[config.mk]
export PLATFORM = sky130hd
export DESIGN_NAME = cluster_dma_frontend_arbiter_flat
export DESIGN_NICKNAME = d
export VERILOG_FILES = /design/src/rtl/cluster_dma_pkg.sv /design/src/rtl/cluster_dma_frontend_arbiter_if.sv /design/src/rtl/cluster_dma_stream_tracker.sv /design/src/rtl/cluster_dma_frontend_arbiter.sv /design/src/flat_wrapper.sv
export SDC_FILE = /design/constraint.sdc
export NUM_CORES = 1
export LEC_CHECK = 0
export ABC_AREA = 1
export CELL_PAD_IN_SITES_DETAIL_PLACEMENT = 0
export CELL_PAD_IN_SITES_GLOBAL_PLACEMENT = 1
export CORE_AREA = 2 2 382 384
export CTS_CLUSTER_SIZE = 12
export DETAILED_ROUTE_END_ITERATION = 16
export DIE_AREA = 0 0 384 386
export PLACE_DENSITY = 0.47
export SLEW_MARGIN = 20
export SYNTH_ARGS = -nofsm -noshare
export SYNTH_HDL_FRONTEND = slang
export SYNTH_SLANG_ARGS = --single-unit
[constraint.sdc]
create_clock -name clk_i -period 5 [get_ports clk_i]
set_clock_uncertainty 0.05 [all_clocks]
set_input_delay 1.25 -clock clk_i [delete_from_list [all_inputs] [get_ports clk_i]]
set_output_delay 1.25 -clock clk_i [all_outputs]
set_load 0.01 [all_outputs]
[src/rtl/cluster_dma_pkg.sv]
// Shared types and constants for the cluster DMA frontend: descriptor layout,
// transfer-ID width and the frontend register map.
package cluster_dma_pkg;

    localparam int unsigned TransferIdWidth = 28;
    localparam int unsigned AddrWidth       = 32;

    typedef logic [TransferIdWidth-1:0] transf_id_t;

    typedef struct packed {
        logic [31:0]          num_bytes;
        logic [AddrWidth-1:0] dst_addr;
        logic [AddrWidth-1:0] src_addr;
        logic                 decouple;
        logic                 deburst;
        logic                 serialize;
    } transf_descr_t;

    // Byte offsets of the per-PE frontend register file
    localparam logic [7:0] RegSrcAddr  = 8'h00;
    localparam logic [7:0] RegDstAddr  = 8'h08;
    localparam logic [7:0] RegNumBytes = 8'h10;
    localparam logic [7:0] RegConf     = 8'h18;
    localparam logic [7:0] RegStatus   = 8'h20;
    localparam logic [7:0] RegNextId   = 8'h28;
    localparam logic [7:0] RegDoneId   = 8'h30;

    // Width of an index into n items; a single item still needs one bit
    function automatic int unsigned idx_width(input int unsigned n);
        return (n > 1) ? $clog2(n) : 1;
    endfunction

endpackage

[src/rtl/cluster_dma_frontend_arbiter_if.sv]
// Bundle of the PE launch ports and backend stream ports of the arbiter.
// The arbiter uses the slave view; PEs/backend (or a bench) use the master view.
interface cluster_dma_frontend_arbiter_if
    import cluster_dma_pkg::*;
#(
    parameter int unsigned NumPe      = 8,
    parameter int unsigned NumStreams = 1
);

    localparam int unsigned IdxWidth = idx_width(NumStreams);

    logic          [NumPe-1:0]      pe_valid;
    logic          [NumPe-1:0]      pe_ready;
    transf_descr_t [NumPe-1:0]      pe_descr;
    transf_id_t    [NumStreams-1:0] next_id;
    transf_id_t    [NumStreams-1:0] done_id;
    logic          [IdxWidth-1:0]   be_sel;
    logic                           be_busy;
    logic          [NumStreams-1:0] be_valid;
    logic          [NumStreams-1:0] be_ready;
    transf_descr_t [NumStreams-1:0] be_descr;
    logic          [NumStreams-1:0] be_done;

    modport slave (
        input  pe_valid, pe_descr, be_ready, be_done,
        output pe_ready, next_id, done_id, be_sel, be_busy, be_valid, be_descr
    );

    modport master (
        output pe_valid, pe_descr, be_ready, be_done,
        input  pe_ready, next_id, done_id, be_sel, be_busy, be_valid, be_descr
    );

endinterface

[src/rtl/cluster_dma_stream_tracker.sv]
// Per-stream state: one-entry output stage towards the backend, the
// next/done transfer-ID counters and the count of launched-but-not-done
// transfers. Accepts a new launch only while eligible is high.
module cluster_dma_stream_tracker
    import cluster_dma_pkg::*;
#(
    parameter int unsigned MaxOutstanding = 16
) (
    input  logic          clk_i,
    input  logic          rst_ni,
    input  logic          load,
    input  transf_descr_t load_descr,
    input  logic          ready,
    input  logic          done,
    output logic          valid,
    output transf_descr_t descr,
    output transf_id_t    next_id,
    output transf_id_t    done_id,
    output logic          eligible,
    output logic          busy
);

    localparam int unsigned     CntWidth = $clog2(MaxOutstanding + 1);
    localparam [CntWidth-1:0]   MaxCnt   = CntWidth'(MaxOutstanding);

    logic                valid_q;
    transf_descr_t       descr_q;
    transf_id_t          next_id_q;
    transf_id_t          done_id_q;
    logic [CntWidth-1:0] outstanding_q;
    logic                done_ok;

    // A completion only counts if a transfer is actually in flight
    assign done_ok  = done && (outstanding_q != '0);
    assign eligible = (!valid_q || ready) && (outstanding_q < MaxCnt);
    assign busy     = valid_q || (outstanding_q != '0);

    assign valid    = valid_q;
    assign descr    = descr_q;
    assign next_id  = next_id_q;
    assign done_id  = done_id_q;

    // Output stage occupancy: a load wins over a drain so both can coincide
    // NOTE: state registers use non-blocking assignments so every flop samples pre-edge values.
    always_ff @(posedge clk_i or negedge rst_ni) begin
        if (!rst_ni) begin
            valid_q <= 1'b0;
        end else if (load) begin
            valid_q <= 1'b1;
        end else if (ready) begin
            valid_q <= 1'b0;
        end
    end

    // Output stage payload
    // NOTE: payload flops carry no reset; their content is only meaningful while valid_q is set.
    always_ff @(posedge clk_i) begin
        if (load) begin
            descr_q <= load_descr;
        end
    end

    // Transfer-ID counters (28-bit wrap) and outstanding count
    always_ff @(posedge clk_i or negedge rst_ni) begin
        if (!rst_ni) begin
            next_id_q     <= transf_id_t'(1);
            done_id_q     <= '0;
            outstanding_q <= '0;
        end else begin
            if (load) begin
                next_id_q <= next_id_q + 1'b1;
            end
            if (done_ok) begin
                done_id_q <= done_id_q + 1'b1;
            end
            case ({load, done_ok})
                2'b10:   outstanding_q <= outstanding_q + 1'b1;
                2'b01:   outstanding_q <= outstanding_q - 1'b1;
                default: outstanding_q <= outstanding_q;
            endcase
        end
    end

    // A completion with nothing in flight is a backend protocol error
    assert property (@(posedge clk_i) disable iff (!rst_ni) done |-> (outstanding_q != '0))
        else $error("stream tracker: done pulse with no outstanding transfer");

endmodule

[src/rtl/cluster_dma_frontend_arbiter.sv]
// Round-robin launch arbiter between the per-PE DMA register files and the
// backend streams. The winning PE's descriptor is loaded into the lowest
// eligible stream in the grant cycle; per-stream trackers own the IDs.
module cluster_dma_frontend_arbiter
    import cluster_dma_pkg::*;
#(
    parameter int unsigned NumPe          = 8,
    parameter int unsigned NumStreams     = 1,
    parameter int unsigned MaxOutstanding = 16
) (
    input logic                          clk_i,
    input logic                          rst_ni,
    cluster_dma_frontend_arbiter_if.slave bus
);

    localparam int unsigned IdxWidth   = idx_width(NumStreams);
    localparam int unsigned PeIdxWidth = idx_width(NumPe);

    typedef logic [IdxWidth-1:0]   idx_t;
    typedef logic [PeIdxWidth-1:0] pe_idx_t;

    logic [NumStreams-1:0] eligible;
    logic [NumStreams-1:0] busy;
    logic [NumStreams-1:0] load;
    logic [NumPe-1:0]      grant;
    logic                  any_eligible;
    logic                  any_valid;
    logic                  handshake;
    logic                  found_hi;
    logic                  found_lo;
    idx_t                  sel;
    idx_t                  sel_q;
    pe_idx_t               rr_q;
    pe_idx_t               rr_next;
    pe_idx_t               win_hi;
    pe_idx_t               win_lo;
    pe_idx_t               winner;
    logic                  busy_q;

    // Lowest-index eligible stream, else hold the last selection
    // NOTE: every combinational output gets a default first, so no path can infer a latch.
    always_comb begin
        sel          = sel_q;
        any_eligible = 1'b0;
        for (int s = NumStreams - 1; s >= 0; s--) begin
            if (eligible[s]) begin
                sel          = idx_t'(s);
                any_eligible = 1'b1;
            end
        end
    end

    // Round robin: first requester at or above the pointer, else the first below it
    always_comb begin
        found_hi = 1'b0;
        found_lo = 1'b0;
        win_hi   = rr_q;
        win_lo   = rr_q;
        for (int i = NumPe - 1; i >= 0; i--) begin
            if (bus.pe_valid[i]) begin
                if (pe_idx_t'(i) >= rr_q) begin
                    win_hi   = pe_idx_t'(i);
                    found_hi = 1'b1;
                end else begin
                    win_lo   = pe_idx_t'(i);
                    found_lo = 1'b1;
                end
            end
        end
        winner    = found_hi ? win_hi : win_lo;
        any_valid = found_hi || found_lo;
        handshake = any_valid && any_eligible;
        rr_next   = (winner == pe_idx_t'(NumPe - 1)) ? '0 : winner + 1'b1;
    end

    // One-hot grant towards the winning PE, only when a stream can take it
    always_comb begin
        grant = '0;
        if (handshake) begin
            grant[winner] = 1'b1;
        end
    end

    assign bus.pe_ready = grant;
    assign bus.be_sel   = sel;
    assign bus.be_busy  = busy_q;

    for (genvar s = 0; s < NumStreams; s++) begin : gen_stream
        assign load[s] = handshake && (sel == idx_t'(s));

        cluster_dma_stream_tracker #(
            .MaxOutstanding(MaxOutstanding)
        ) u_tracker (
            .clk_i      (clk_i),
            .rst_ni     (rst_ni),
            .load       (load[s]),
            .load_descr (bus.pe_descr[winner]),
            .ready      (bus.be_ready[s]),
            .done       (bus.be_done[s]),
            .valid      (bus.be_valid[s]),
            .descr      (bus.be_descr[s]),
            .next_id    (bus.next_id[s]),
            .done_id    (bus.done_id[s]),
            .eligible   (eligible[s]),
            .busy       (busy[s])
        );
    end

    // Round-robin pointer, last stream selection and registered busy status
    always_ff @(posedge clk_i or negedge rst_ni) begin
        if (!rst_ni) begin
            rr_q   <= '0;
            sel_q  <= '0;
            busy_q <= 1'b0;
        end else begin
            if (handshake) begin
                rr_q <= rr_next;
            end
            sel_q  <= sel;
            busy_q <= |busy;
        end
    end

endmodule

[src/flat_wrapper.sv]
// flat-port wrapper written by rule: the top's interface ports become plain ports
module cluster_dma_frontend_arbiter_flat import cluster_dma_pkg::*;
#(
    parameter int unsigned NumPe          = 8,
    parameter int unsigned NumStreams     = 1,
    parameter int unsigned MaxOutstanding = 16
)
  (clk_i, rst_ni, bus_pe_valid, bus_pe_descr, bus_be_ready, bus_be_done, bus_pe_ready, bus_next_id, bus_done_id, bus_be_sel, bus_be_busy, bus_be_valid, bus_be_descr);
  cluster_dma_frontend_arbiter_if #(.NumPe(NumPe), .NumStreams(NumStreams)) bus_i ();
  input logic clk_i;
  input logic rst_ni;
  input wire logic [$bits(bus_i.pe_valid)-1:0] bus_pe_valid;
  input wire logic [$bits(bus_i.pe_descr)-1:0] bus_pe_descr;
  input wire logic [$bits(bus_i.be_ready)-1:0] bus_be_ready;
  input wire logic [$bits(bus_i.be_done)-1:0] bus_be_done;
  output wire logic [$bits(bus_i.pe_ready)-1:0] bus_pe_ready;
  output wire logic [$bits(bus_i.next_id)-1:0] bus_next_id;
  output wire logic [$bits(bus_i.done_id)-1:0] bus_done_id;
  output wire logic [$bits(bus_i.be_sel)-1:0] bus_be_sel;
  output wire logic [$bits(bus_i.be_busy)-1:0] bus_be_busy;
  output wire logic [$bits(bus_i.be_valid)-1:0] bus_be_valid;
  output wire logic [$bits(bus_i.be_descr)-1:0] bus_be_descr;
  assign bus_i.pe_valid = bus_pe_valid;
  assign bus_i.pe_descr = bus_pe_descr;
  assign bus_i.be_ready = bus_be_ready;
  assign bus_i.be_done = bus_be_done;
  assign bus_pe_ready = bus_i.pe_ready;
  assign bus_next_id = bus_i.next_id;
  assign bus_done_id = bus_i.done_id;
  assign bus_be_sel = bus_i.be_sel;
  assign bus_be_busy = bus_i.be_busy;
  assign bus_be_valid = bus_i.be_valid;
  assign bus_be_descr = bus_i.be_descr;
  cluster_dma_frontend_arbiter #(.NumPe(NumPe), .NumStreams(NumStreams), .MaxOutstanding(MaxOutstanding)) u_core (.clk_i(clk_i), .rst_ni(rst_ni), .bus(bus_i));
endmodule
Yosys cells after proc, flatten, opt, wreduce, memory -nomap -nowiden

Cells that the tools add are included.
Widths: inputs -> output; s select.

Add/sub/neg operators: 5
Magnitude comparators: 11
Eq/ne operators: 3
Muxes and demuxes: 76
Bitwise gates (word level): 1
Reduce and logical (&&, ||, !) cells: 12

Operators with widths:

| operator              | count |
|---|---|
| $bmux 99 s3           | 1 |
| $mux 3                | 34 |
| $mux 99               | 1 |
| $add 28x1->28 const B | 2 |
| $mux 1                | 37 |
| $ge 3x3->1 const A    | 4 |
| $pmux 5 s2            | 1 |
| $mux 8                | 1 |
| $ge 1x3->1 const A    | 2 |
| $ge 2x3->1 const A    | 2 |
| $add 5x1->5 const B   | 1 |
| $logic_and 1x1->1     | 5 |
| $lt 5x5->1 const B    | 1 |
| $reduce_bool 5->1     | 1 |
| $sub 5x1->5 const B   | 1 |
| $lt 3x4->1 const B    | 1 |
| $reduce_bool 2->1     | 2 |
| $add 3x1->3 const B   | 1 |
| $demux 1 s3           | 1 |
| $eq 3x3->1 const B    | 1 |
| $ge 3x1->1 const B    | 1 |
| $logic_or 1x1->1      | 3 |
| $eq 2x1->1 const B    | 1 |
| $eq 2x2->1 const B    | 1 |
| 2 further kinds       | 2 |

Register bits: 166
Bits of input ports: 804
Output and inout bits: 166

Longest topological paths before layout

Gate-level depths: netlist of run 1.

Depth in word-level cells: 23
Mapped depth: 18

By module

A second synthesis of run 1 with hierarchy kept.

Cells, all modules: 3290
Area, all modules: 18240.0 um^2

Modules (own cells, without submodules):

| module                       | times used | cells an instance | area each (um^2) |
|---|---|---|---|
| cluster_dma_frontend_arbiter | 1          | 2769              | 11832.6 |
| cluster_dma_stream_tracker   | 1          | 521               | 6407.4 |

Least setup slack after synthesis of run 1

Ideal clock, no wire load.

Path type: input -> register
Start: in bus_pe_valid[3]
End: reg u_core.gen_stream[0].u_tracker.descr_q (netlist bit u_core.gen_stream[0].u_tracker.descr[0]), enable pin
Setup time: 502 ps
Data arrival time: 4758 ps
Path slack: -309 ps
Cell stages on the path: 7
Cells stage by stage: nand2_1 -> nand2_1 -> nor3_2 -> nand3_1 -> nand2_1 -> inv_1 -> clkbuf_1

Cells in the longest elaborated chain, start to end: 10

Ends and longest elaborated chain:

| what                                    | line                               | source |
|---|---|---|
| start: declaration                      | flat_wrapper.sv:12                 | `input wire logic [$bits(bus_i.pe_valid)-1:0] bus_pe_valid;` |
| $mux 1                                  | cluster_dma_frontend_arbiter.sv:60 | `if (bus.pe_valid[i]) begin` |
| $mux 1                                  | cluster_dma_frontend_arbiter.sv:61 | `if (pe_idx_t'(i) >= rr_q) begin` |
| $mux 1                                  | cluster_dma_frontend_arbiter.sv:60 |  |
| $mux 1                                  | cluster_dma_frontend_arbiter.sv:61 |  |
| $mux 1                                  | cluster_dma_frontend_arbiter.sv:60 |  |
| $mux 1                                  | cluster_dma_frontend_arbiter.sv:61 |  |
| $mux 1                                  | cluster_dma_frontend_arbiter.sv:60 |  |
| $logic_or 1x1->1 *                      | cluster_dma_frontend_arbiter.sv:71 | `any_valid = found_hi \|\| found_lo;` |
| $logic_and 1x1->1 *                     | cluster_dma_frontend_arbiter.sv:72 | `handshake = any_valid && any_eligible;` |
| $logic_and 1x1->1 *                     | cluster_dma_frontend_arbiter.sv:89 | `assign load[s] = handshake && (sel == idx_t'(s));` |
| via u_core.gen_stream[0].u_tracker.load | cluster_dma_stream_tracker.sv:11   | `input logic load,` |
| end signal: assignment                  | cluster_dma_stream_tracker.sv:59   | `descr_q <= load_descr;` |
| end: declaration                        | cluster_dma_stream_tracker.sv:27   | `transf_descr_t descr_q;` |

Mark *: on every way through the listed nets, which the timed path passes. The rest lies on a longest branch.
A chain may end at the register's enable or synchronous reset.

Worst setup path in the final report of run 1

Start: in bus_pe_valid[3]
End: out bus_pe_ready[4]

Cells in the longest elaborated chain, start to end: 13

Ends and longest elaborated chain:

| what                                                                  | line                               | source |
|---|---|---|
| $mux 3 / $mux 1 (equally long branches)                               | cluster_dma_frontend_arbiter.sv:60 |  |
| $mux 3 / $mux 1 (equally long branches)                               | cluster_dma_frontend_arbiter.sv:61 |  |
| $mux 3 / $mux 1 (equally long branches)                               | cluster_dma_frontend_arbiter.sv:60 |  |
| $mux 3 / $mux 1 (equally long branches)                               | cluster_dma_frontend_arbiter.sv:61 |  |
| $mux 3 / $mux 1 (equally long branches)                               | cluster_dma_frontend_arbiter.sv:60 |  |
| $mux 3 / $mux 1 (equally long branches)                               | cluster_dma_frontend_arbiter.sv:61 |  |
| $mux 3 / $mux 1 (equally long branches)                               | cluster_dma_frontend_arbiter.sv:60 |  |
| $mux 3                                                                | cluster_dma_frontend_arbiter.sv:70 | `winner = found_hi ? win_hi : win_lo;` |
| $lt 3x4->1 (not written as such) / $ge 3x1->1 (equally long branches) | cluster_dma_frontend_arbiter.sv:80 | `grant[winner] = 1'b1;` |
| $logic_and 1x1->1 (not written as such)                               | cluster_dma_frontend_arbiter.sv:80 |  |
| $mux 1 (not written as such)                                          | cluster_dma_frontend_arbiter.sv:80 |  |
| $demux 1 s3                                                           | --                                 |  |
| $mux 8 *                                                              | cluster_dma_frontend_arbiter.sv:79 | `if (handshake) begin` |
| end: declaration                                                      | flat_wrapper.sv:16                 | `output wire logic [$bits(bus_i.pe_ready)-1:0] bus_pe_ready;` |

Mark *: on every way between the ends. The rest lies on a longest branch, timed or not.

==> results of run 1 <==
[what timing repair did]
action,4_1_cts,5_1_grt
endpoints found under the hold margin,0,0
gates resized for setup,0,1
setup buffers,0,0
setup endpoints to repair,0,4
[placed cells by master, fill, tap and decap left out, types with 2 or more instances in the layout]
master           count
inv_1             1047
clkdlybuf4s50_1    968
nand2_1            833
nand3_1            811
edfxtp_1            99
dfrtp_1             66
nor2_1              52
nor3_1              41
xor2_1              41
buf_4               38
inv_2               22
o21ai_0             19
nand4_1             18
clkbuf_16           18
buf_12              18
diode_2             17
xnor2_1             13
ha_1                 8
clkinv_8             7
a21oi_1              6
nor4_1               6
nand2_2              4
nor2_4               4
inv_6                3
nand2_8              3
nand3b_1             3
o21ai_1              2
nor2_2               2
clkinv_4             2
inv_12               2
inv_8                2
[stage by stage]
step | area (um2) | cells | setup slack, ns | power [W]
after floorplan | 18200 | 3292 | 1.11 | 0.00893
after global placement | 30100 | 6057 | -0.00135 | 0.0145
after detailed placement | 30100 | 6057 | 0.0875 | 0.0145
after CTS | 30800 | 6089 | 0.0660 | 0.0163
after global routing | 30800 | 6102 | 0.0197 | 0.0173
final | 30800 | 6106 | 0.192 | 0.0157
[flip-flops by register name, indices dropped and copies added (netlist names)]
signal	flops
u_core.gen_stream.u_tracker.descr	99
u_core.gen_stream.u_tracker.done_id	28
u_core.gen_stream.u_tracker.next_id	28
u_core.gen_stream.u_tracker.outstanding_q	5
u_core.rr_q	3
u_core.bus.be_busy	1
u_core.gen_stream.u_tracker.valid	1
u_core.sel_q	1
[area by class of cell]
cell class / instances / area (um2)
Clock buffer: 18 / 450
Inverter: 1072 / 4040
Clock inverter: 14 / 195
Tap cell: 1917 / 2400
Fill cell: 16900 / 114000
Sequential cell: 166 / 4650
Timing Repair Buffer: 1025 / 10300
Antenna cell: 17 / 42.5
Multi-Input combinational cell: 1877 / 8710
[cell families after synthesis]
kind of cell / count (synthesis)
AND/OR/NAND/NOR: 1783
AO/OA/AOI/OAI: 31
buffers and inverters: 1249
adder cells (fa/ha/maj): 9
flip-flops: 166
XOR/XNOR: 54
[power by group]
group / switching (W) / internal, W / leakage, nW
sequential: 0.000337 / 0.00245 / 1.79
combinational: 0.00744 / 0.00391 / 13.8
clock: 0.000877 / 0.000718 / 0.310
total: 0.00865 / 0.00708 / 15.9
[critical path, cell delays in order]
cell and delay [ns]:
clkdlybuf4s50_1 0.48, nand2_1 0.15, nand2_1 0.14, nor3_2 0.39, nand3_1 0.20, nand2_1 0.29
nor3_1 0.10, clkdlybuf4s50_1 0.50
[metal layers]
metal / track usage (%) / wire length (um) / share of wire [%] / up-vias
li1: - / - / - / 11500
met4: 4.39 / 2630 / 2.1 / 54
met5: 0 / 339 / 0.27 / -
met2: 28.9 / 63400 / 50 / 706
met1: 18.4 / 49300 / 39 / 10700
met3: 6.49 / 11700 / 9.2 / 141
[final timing paths]
path | start | to | cells past startpoint
setup / recovery | bus_pe_valid[3] | bus_pe_ready[4] | 8
hold / removal | u_core.sel_q | u_core.sel_q | 2
setup reg to reg | u_core.rr_q[2] | u_core.gen_stream[0].u_tracker.descr[4] | 14
hold reg to reg | u_core.sel_q | u_core.sel_q | 2
max in group asynchronous | rst_ni | u_core.gen_stream[0].u_tracker.done_id[9] | 2
min in group asynchronous | rst_ni | u_core.gen_stream[0].u_tracker.next_id[3] | 1
==> run summary, run 1 <==
Kind of critical path: in2out
Sink Count: 166
Status: finished clean
Hold_buf cts: 0
Hold WC Path Type: reg2reg
Synth top area share: 22.3%
DR WL/cell: 20.9 um
GRT overflow: 0
Row count: 140
Synth Area in Simple Gates: 43.4%
Syn Inst Count: 3292
PD cells: 510 nW/um2
Root buf cell: clkbuf_16
Chip width: 384 um
H-tree Lvls: 4
Synth async-reset ratio: 40.4%
Worst-Skew Late Latency: 0.55 ns
Most frequent cell after synthesis: inv_1
Max_cap viols: 0
Max IR drop VDD: 0.485 mV
Synth top area cells: nand3_1 22%, inv_1 22%, nand2_1 17%
Final Max Slew Viols: 0
I/O pin total: 970
Share of cells above drive strength 1: 3.19%
Largest family of logic cells by synthesized area: simple AND/OR/NAND/NOR gates
Sequential fraction of the synthesis area: 25.5%
GPL Wtd Cong: 0.876
Maximum fanout along the worst path: 9
Global Route Usage Sum: 16.5%
Synth Area in XOR/XNOR: 2.60%
First DRT Iteration DRCs: 1168
Syn nets: 4105
CP endpoint kind: primary output
Synth Register Bits: 166
# DRC: 0
Multiplexer area fraction after synthesis: 0%
Post-route ant nets: 0
Detail Placement HPWL: 102000 um
Die Y: 386 um
Port-buffer cells: 969
Clk buf depth: 2
Post-synth EDFFs: 99
Total number of vias: 23100
Placeable Area: 145000 um2
Syn_area_per_cell: 5.53 um2
Pin count of the biggest net entering global routing: 142
Yosys cell types: 37
Cell area after synthesis: 18200 um2
Yosys warnings: 0
Post-synth top area cell: nand3_1
Synth Area in Adders: 0.659%
Final period util: 96.2%
WL final: 127000 um
Starting Density: 12.6%
Final Hold Viols: 0
Global-route wire length before repair: 172000 um
Synth Flop Type: edfxtp_1
Worst-Margin Slew: 1.15 ns
Final design utilization: 21.3%
Number of buffers created by CTS: 17
Number of global-route vias before repair: 23000
Worst EP arrival: 3.51 ns
Area Overhead vs Synth: 69.2%
Leakage: 15.9 nW
Fmax: 208 MHz
Synth Area in Compound Gates: 0.886%
CTS tree: built
# setup viols final: 0
Setup_tns: 0 ns
DR vias/cell: 3.78
RSZ-0062 raised after global routing: false
Data required time of the worst path: 3.70 ns
FF-to-FF setup slack: 1.42 ns
Rel. slew slack: 23.1%
Worst-path clk slew: 0.10 ns
Post-synth top cells: 1048 x inv_1, 833 x nand2_1, 811 x nand3_1
Critical Path Start Type: input pin
Total die area: 148000 um2
Drt pass-1 iters: 5
Antenna violations before repair: 52
Hold slack: 0.447 ns
Final min period: 4.81 ns
Total Nets Final: 4972
No activity file was read; power rests on OpenSTA's default activity.
==> run 2, diff against run 1 <==
CELL_PAD_IN_SITES_GLOBAL_PLACEMENT = 2   (was 1)
CORE_AREA = 2 2 383 385   (was 2 2 382 384)
DIE_AREA = 0 0 385 387   (was 0 0 384 386)
PLACE_DENSITY = 0.61   (was 0.47)
==> run 2 against run 1 <==
  * Setup slack got worse by 0.033 ns
  * Sequential cell count unchanged
  * Sequential power about the same
  * Clock power decreased by 5%
  * Critical endpoint is now bus_pe_ready[3]
  * Largest cell class unchanged
  * Highest routed layer unchanged
==> run summary, run 2 (synthesized netlist as in run 1, its figures left out) <==
Status: finished clean
Number of buffers created by CTS: 17
Starting Density: 12.6%
FF-to-FF setup slack: 1.54 ns
Hold WC Path Type: reg2reg
Total Nets Final: 4970
Number of global-route vias before repair: 22700
Fill cell count: 16800
Slowest-stage cell, CP: clkdlybuf4s50_1
Clock group share of total power: 9.7%
Reg power frac: 18.2%
Grt met1 use: 19.8%
Final min period: 4.84 ns
RSZ-0062 raised after global routing: false
Internal Power: 0.00704 W
Row count: 140
RR Startpoint: u_core.rr_q[2]
Commonest cells after routing, fill and taps aside: 1047 x inv_1, 968 x clkdlybuf4s50_1, 833 x nand2_1, 811 x nand3_1, 99 x edfxtp_1
Hold Path Sink: u_core.sel_q
Total number of vias: 22700
Chip width: 385 um
Root buf cell: clkbuf_16
Max_cap viols: 0
FF-to-FF End: u_core.gen_stream[0].u_tracker.descr[14]
GPL Wtd Cong: 0.873
Pin count of the biggest net entering global routing: 144
Slowest stage delay, CP: 0.50 ns
CTS tree: built
DR WL/cell: 20.5 um
# DRC: 0
Sink Count: 166
Clk buf depth: 2
WL final: 125000 um
Area of the multi-input gates: 8710 um2
Global Route Usage Sum: 16.3%
First DRT Iteration DRCs: 1144
Overall power: 0.0155 W
Worst-Margin Slew: 1.23 ns
Die Y: 387 um
Worst EP arrival: 3.54 ns
Total die area: 149000 um2
Area Overhead vs Synth: 68.8%
Share of cells above drive strength 1: 3.12%
Final Max Slew Viols: 0
Worst Path Buf+Inv: 2
H-tree Lvls: 4
Setup_tns: 0 ns
Leakage: 15.9 nW
Cell Chain, Critical Path: clkdlybuf4s50_1 > nand2_1 > nand2_1 > nor3_2 > nand3_1 > nand2_1 > nor3_1 > clkdlybuf4s50_1
DR vias/cell: 3.72
Data required time of the worst path: 3.70 ns
Detail Placement HPWL: 100000 um
Commonest non-fill, non-tap cell in the layout: inv_1
Placeable Area: 145000 um2
Crit path top cell by count: nand2_1
Met3 Use GR: 5.07%
Kind of critical path: in2out
Grt peak-use layer: met2
Drt pass-1 iters: 6
Final Hold Viols: 0
Final period util: 96.8%
Worst-Skew Late Latency: 0.56 ns
Met2 Usage GRT: 28.2%
Maximum fanout along the worst path: 9
PD cells: 505 nW/um2
Critical Path Start Type: input pin
Hold depth: 2
GRT overflow: 0
Register area: 4650 um2
Fmax: 207 MHz
Max IR drop VDD: 0.670 mV
# setup viols final: 0
Reg2Reg Depth: 13
Antenna violations before repair: 35
Post-route ant nets: 0
Worst-path clk slew: 0.07 ns
Max FFs per register: 99
CP delay by family, top: simple AND/OR/NAND/NOR gates
Switching Fraction: 54.7%
Rel. slew slack: 17.8%
Worst Hold Launch: u_core.sel_q
Global-route wire length before repair: 173000 um
CP endpoint kind: primary output
Port-buffer cells: 969
Combinational share of power: 72.1%
I/O pin total: 970
Psw: 0.00850 W
run 2: worst max-delay path by stage:
stage               startpoint         endpoint  slack [ns]  cells after the start
3_5_place_dp   bus_pe_valid[3]  bus_pe_ready[3]        0.13                     12
3_3_place_gp   bus_pe_valid[5]  bus_pe_ready[7]         0.1                     12
2_1_floorplan  bus_pe_valid[1]  bus_pe_ready[6]        1.11                     10
4_1_cts        bus_pe_valid[3]  bus_pe_ready[3]        0.12                     12
5_1_grt        bus_pe_valid[3]  bus_pe_ready[2]        0.07                      8
6_report       bus_pe_valid[3]  bus_pe_ready[3]        0.16                      8
run 2: stage by stage:
step	worst slack [ns]	std cells	util, %	instance area (um2)	hold slack (ns)
final	0.160	6096	21.2	30700	0.444
after global placement	0.0993	6055	20.8	30100	0.434
after floorplan	1.11	3292	-	18200	0.414
after detailed placement	0.133	6055	20.8	30100	0.431
after CTS	0.121	6087	21.2	30700	0.450
after global routing	0.0675	6095	21.2	30700	0.475
run 2: power groups by stage:
stage,sequential (W),clock (W),combinational (W)
2_1_floorplan,0.00300,0,0.00593
3_5_place_dp,0.00284,0,0.0116
3_3_place_gp,0.00284,0,0.0116
5_1_grt,0.00287,0.00166,0.0125
4_1_cts,0.00282,0.00162,0.0116
6_report,0.00282,0.00151,0.0112
run 2: layout make-up:
class | instances | area share [%]
Inverter | 1072 | 13.1
Tap cell | 1917 | 7.80
Multi-Input combinational cell | 1877 | 28.3
Timing Repair Buffer | 1023 | 33.6
Clock buffer | 17 | 1.38
Antenna cell | 9 | 0.0732
Clock inverter | 15 | 0.586
Sequential cell | 166 | 15.1
run 2: routing by layer:
| layer | vias up | part of all wire, % |
|---|---|---|
| met5 | - | 0.15 |
| met4 | 30 | 1.4 |
| met3 | 97 | 7.5 |
| met2 | 655 | 49 |
| met1 | 10400 | 42 |
| li1 | 11500 | - |
run 2: repair_timing:
item                       4_1_cts  5_1_grt
setup endpoints to repair        0        2
gates resized for setup          0        1
hold buffers                     0        0
buffers inserted                 0        0
run 2: worst reg2reg max path, stage by stage (launching register included):
cell	delay, ns
dfrtp_1	0.52
nand3_1	0.18
nand2_1	0.13
nand3_2	0.11
nor2_4	0.17
a21oi_1	0.16
nand2_8	0.12
buf_4	0.43
buf_4	0.66
nand3_1	0.23
nand3_1	0.18
nand2_1	0.09
inv_1	0.13
nand2_1	0.07
==> run 3, diff against run 2 <==
CORE_AREA = 2 2 375 377   (was 2 2 383 385)
DIE_AREA = 0 0 377 379   (was 0 0 385 387)
PLACE_DENSITY = 0.6   (was 0.61)
clock period = 5.9 ns   (was 5 ns; I/O delays follow)
==> run 3 against run 2 <==
  * Setup slack improved by 0.30 ns
  * Utilization rose by 0.68 points
  * Sequential cell count did not move
==> run summary, run 3 (synthesized netlist as in run 1, its figures left out) <==
Max FFs per register: 99
Commonest cells after routing, fill and taps aside: 1047 x inv_1, 968 x clkdlybuf4s50_1, 833 x nand2_1, 811 x nand3_1, 99 x edfxtp_1
GRT overflow: 0
FF-to-FF setup slack: 1.97 ns
Chip width: 377 um
Hold WC Path Type: reg2reg
Internal Power: 0.00590 W
Grt peak-use layer: met2
# DRC: 0
DR vias/cell: 3.78
Switching Fraction: 54.7%
RR Startpoint: u_core.rr_q[2]
Number of buffers created by CTS: 17
Worst Setup EP: bus_pe_ready[7]
RSZ-0062 raised after global routing: false
Port-buffer cells: 969
Row count: 137
Grt met1 use: 18.9%
Total die area: 143000 um2
Max IR drop VDD: 0.426 mV
Commonest non-fill, non-tap cell in the layout: inv_1
Detail Placement HPWL: 98100 um
PD cells: 428 nW/um2
Fill cell count: 16100
Hold_buf cts: 0
Psw: 0.00713 W
Leakage: 15.8 nW
Clock group share of total power: 10.5%
Total Nets Final: 4945
Met2 Usage GRT: 28.6%
Inst Count DP: 5920
Clk buf depth: 2
Worst-Skew Late Latency: 0.54 ns
FF-to-FF End: u_core.gen_stream[0].u_tracker.descr[4]
Fmax: 184 MHz
Global Route Usage Sum: 16.6%
Post-route ant nets: 0
# setup viols final: 0
Final Max Slew Viols: 0
CP endpoint kind: primary output
Sink Count: 166
Hold slack: 0.445 ns
Combinational share of power: 71.3%
First DRT Iteration DRCs: 1090
Area Overhead vs Synth: 67.0%
WL final: 124000 um
Reg power frac: 18.3%
Final design utilization: 21.9%
Placeable Area: 139000 um2
Final min period: 5.44 ns
Maximum fanout along the worst path: 19
Worst-Margin Slew: 1.15 ns
Rel. slew slack: 23.2%
Antenna violations before repair: 46
Final Hold Viols: 0
Number of global-route vias before repair: 22300
Setup_tns: 0 ns
Overall power: 0.0130 W
Total number of vias: 22600
Post-cts gate resize count: 0
Worst EP arrival: 3.91 ns
Data required time of the worst path: 4.38 ns
Root buf cell: clkbuf_16
DR WL/cell: 20.7 um
Kind of critical path: in2out
CTS tree: built
Worst-path clk slew: 0.07 ns
Non-Filler Instances: 5972
Reg2Reg Depth: 14
Die Y: 379 um
Global-route wire length before repair: 168000 um
Status: finished clean
Share of cells above drive strength 1: 2.51%
GPL Wtd Cong: 0.851
Starting Density: 13.1%
Max_cap viols: 0
I/O pin total: 970
Met3 Use GR: 6.12%
Final period util: 92.1%
H-tree Lvls: 4
Post-CTS Setup Inserts: 0
Critical Path Start Type: input pin
CP startpoint: bus_pe_valid[3]
Pin count of the biggest net entering global routing: 167
Drt pass-1 iters: 5
-- run 3: changes by cell type in the layout (fill, tap and decap cells not counted), sizes merged --
cell / previous run / this run
bufinv: 0 / 2
clkinvlp: 1 / 0
inv: 1079 / 1078
buf: 55 / 30
clkinv: 7 / 6
clkbuf: 17 / 18
diode: 9 / 20
-- run 3: routing by layer --
layer  up-vias  share of wire [%]
met5         -               0.17
met4        34                2.1
met3       112                8.4
met2       659                 50
met1     10400                 40
li1      11400                  -
-- run 3: power groups by stage --
stage	sequential [W]	combinational, W	clock, W
after floorplan	0.00256	0.00503	0
after global placement	0.00240	0.00961	0
after detailed placement	0.00240	0.00956	0
after CTS	0.00238	0.00960	0.00145
after global routing	0.00243	0.0104	0.00146
final	0.00238	0.00928	0.00136
-- run 3: layout make-up --
| type | instances | area [um2] | share of cell area, % |
|---|---|---|---|
| Inverter | 1072 | 4040 | 13.3 |
| Antenna cell | 20 | 50.0 | 0.165 |
| Tap cell | 1807 | 2260 | 7.43 |
| Clock inverter | 14 | 205 | 0.675 |
| Clock buffer | 18 | 429 | 1.41 |
| Timing Repair Buffer | 998 | 10100 | 33.1 |
| Sequential cell | 166 | 4650 | 15.3 |
| Multi-Input combinational cell | 1877 | 8710 | 28.6 |
-- run 3: how the worst min path moves through the flow --
stage                                                    startpoint                                         endpoint  cells past startpoint
floorplan           u_core.gen_stream[0].u_tracker.outstanding_q[4]  u_core.gen_stream[0].u_tracker.outstanding_q[4]                      1
global placement                                       u_core.sel_q                                     u_core.sel_q                      2
detailed placement                                     u_core.sel_q                                     u_core.sel_q                      2
CTS                                                    u_core.sel_q                                     u_core.sel_q                      2
global route        u_core.gen_stream[0].u_tracker.outstanding_q[0]  u_core.gen_stream[0].u_tracker.outstanding_q[0]                      1
finish                                                 u_core.sel_q                                     u_core.sel_q                      2
-- run 3: critical path, stage by stage --
cell and delay, ns:
clkdlybuf4s50_1 0.57, nand2_1 0.12, nand2_1 0.19, nor2_4 0.06, a21oi_1 0.36, nand2_8 0.19, nand2_8 0.14, inv_2 0.06
nor3_1 0.17, clkdlybuf4s50_1 0.57
-- run 3: stage by stage --
| stage | setup WS [ns] | area [um2] |
|---|---|---|
| floorplan | 0.366 | 18200 |
| global placement | 0.433 | 29700 |
| detailed placement | 0.467 | 29700 |
| CTS | 0.463 | 30400 |
| global route | 0.297 | 30400 |
| finish | 0.464 | 30400 |
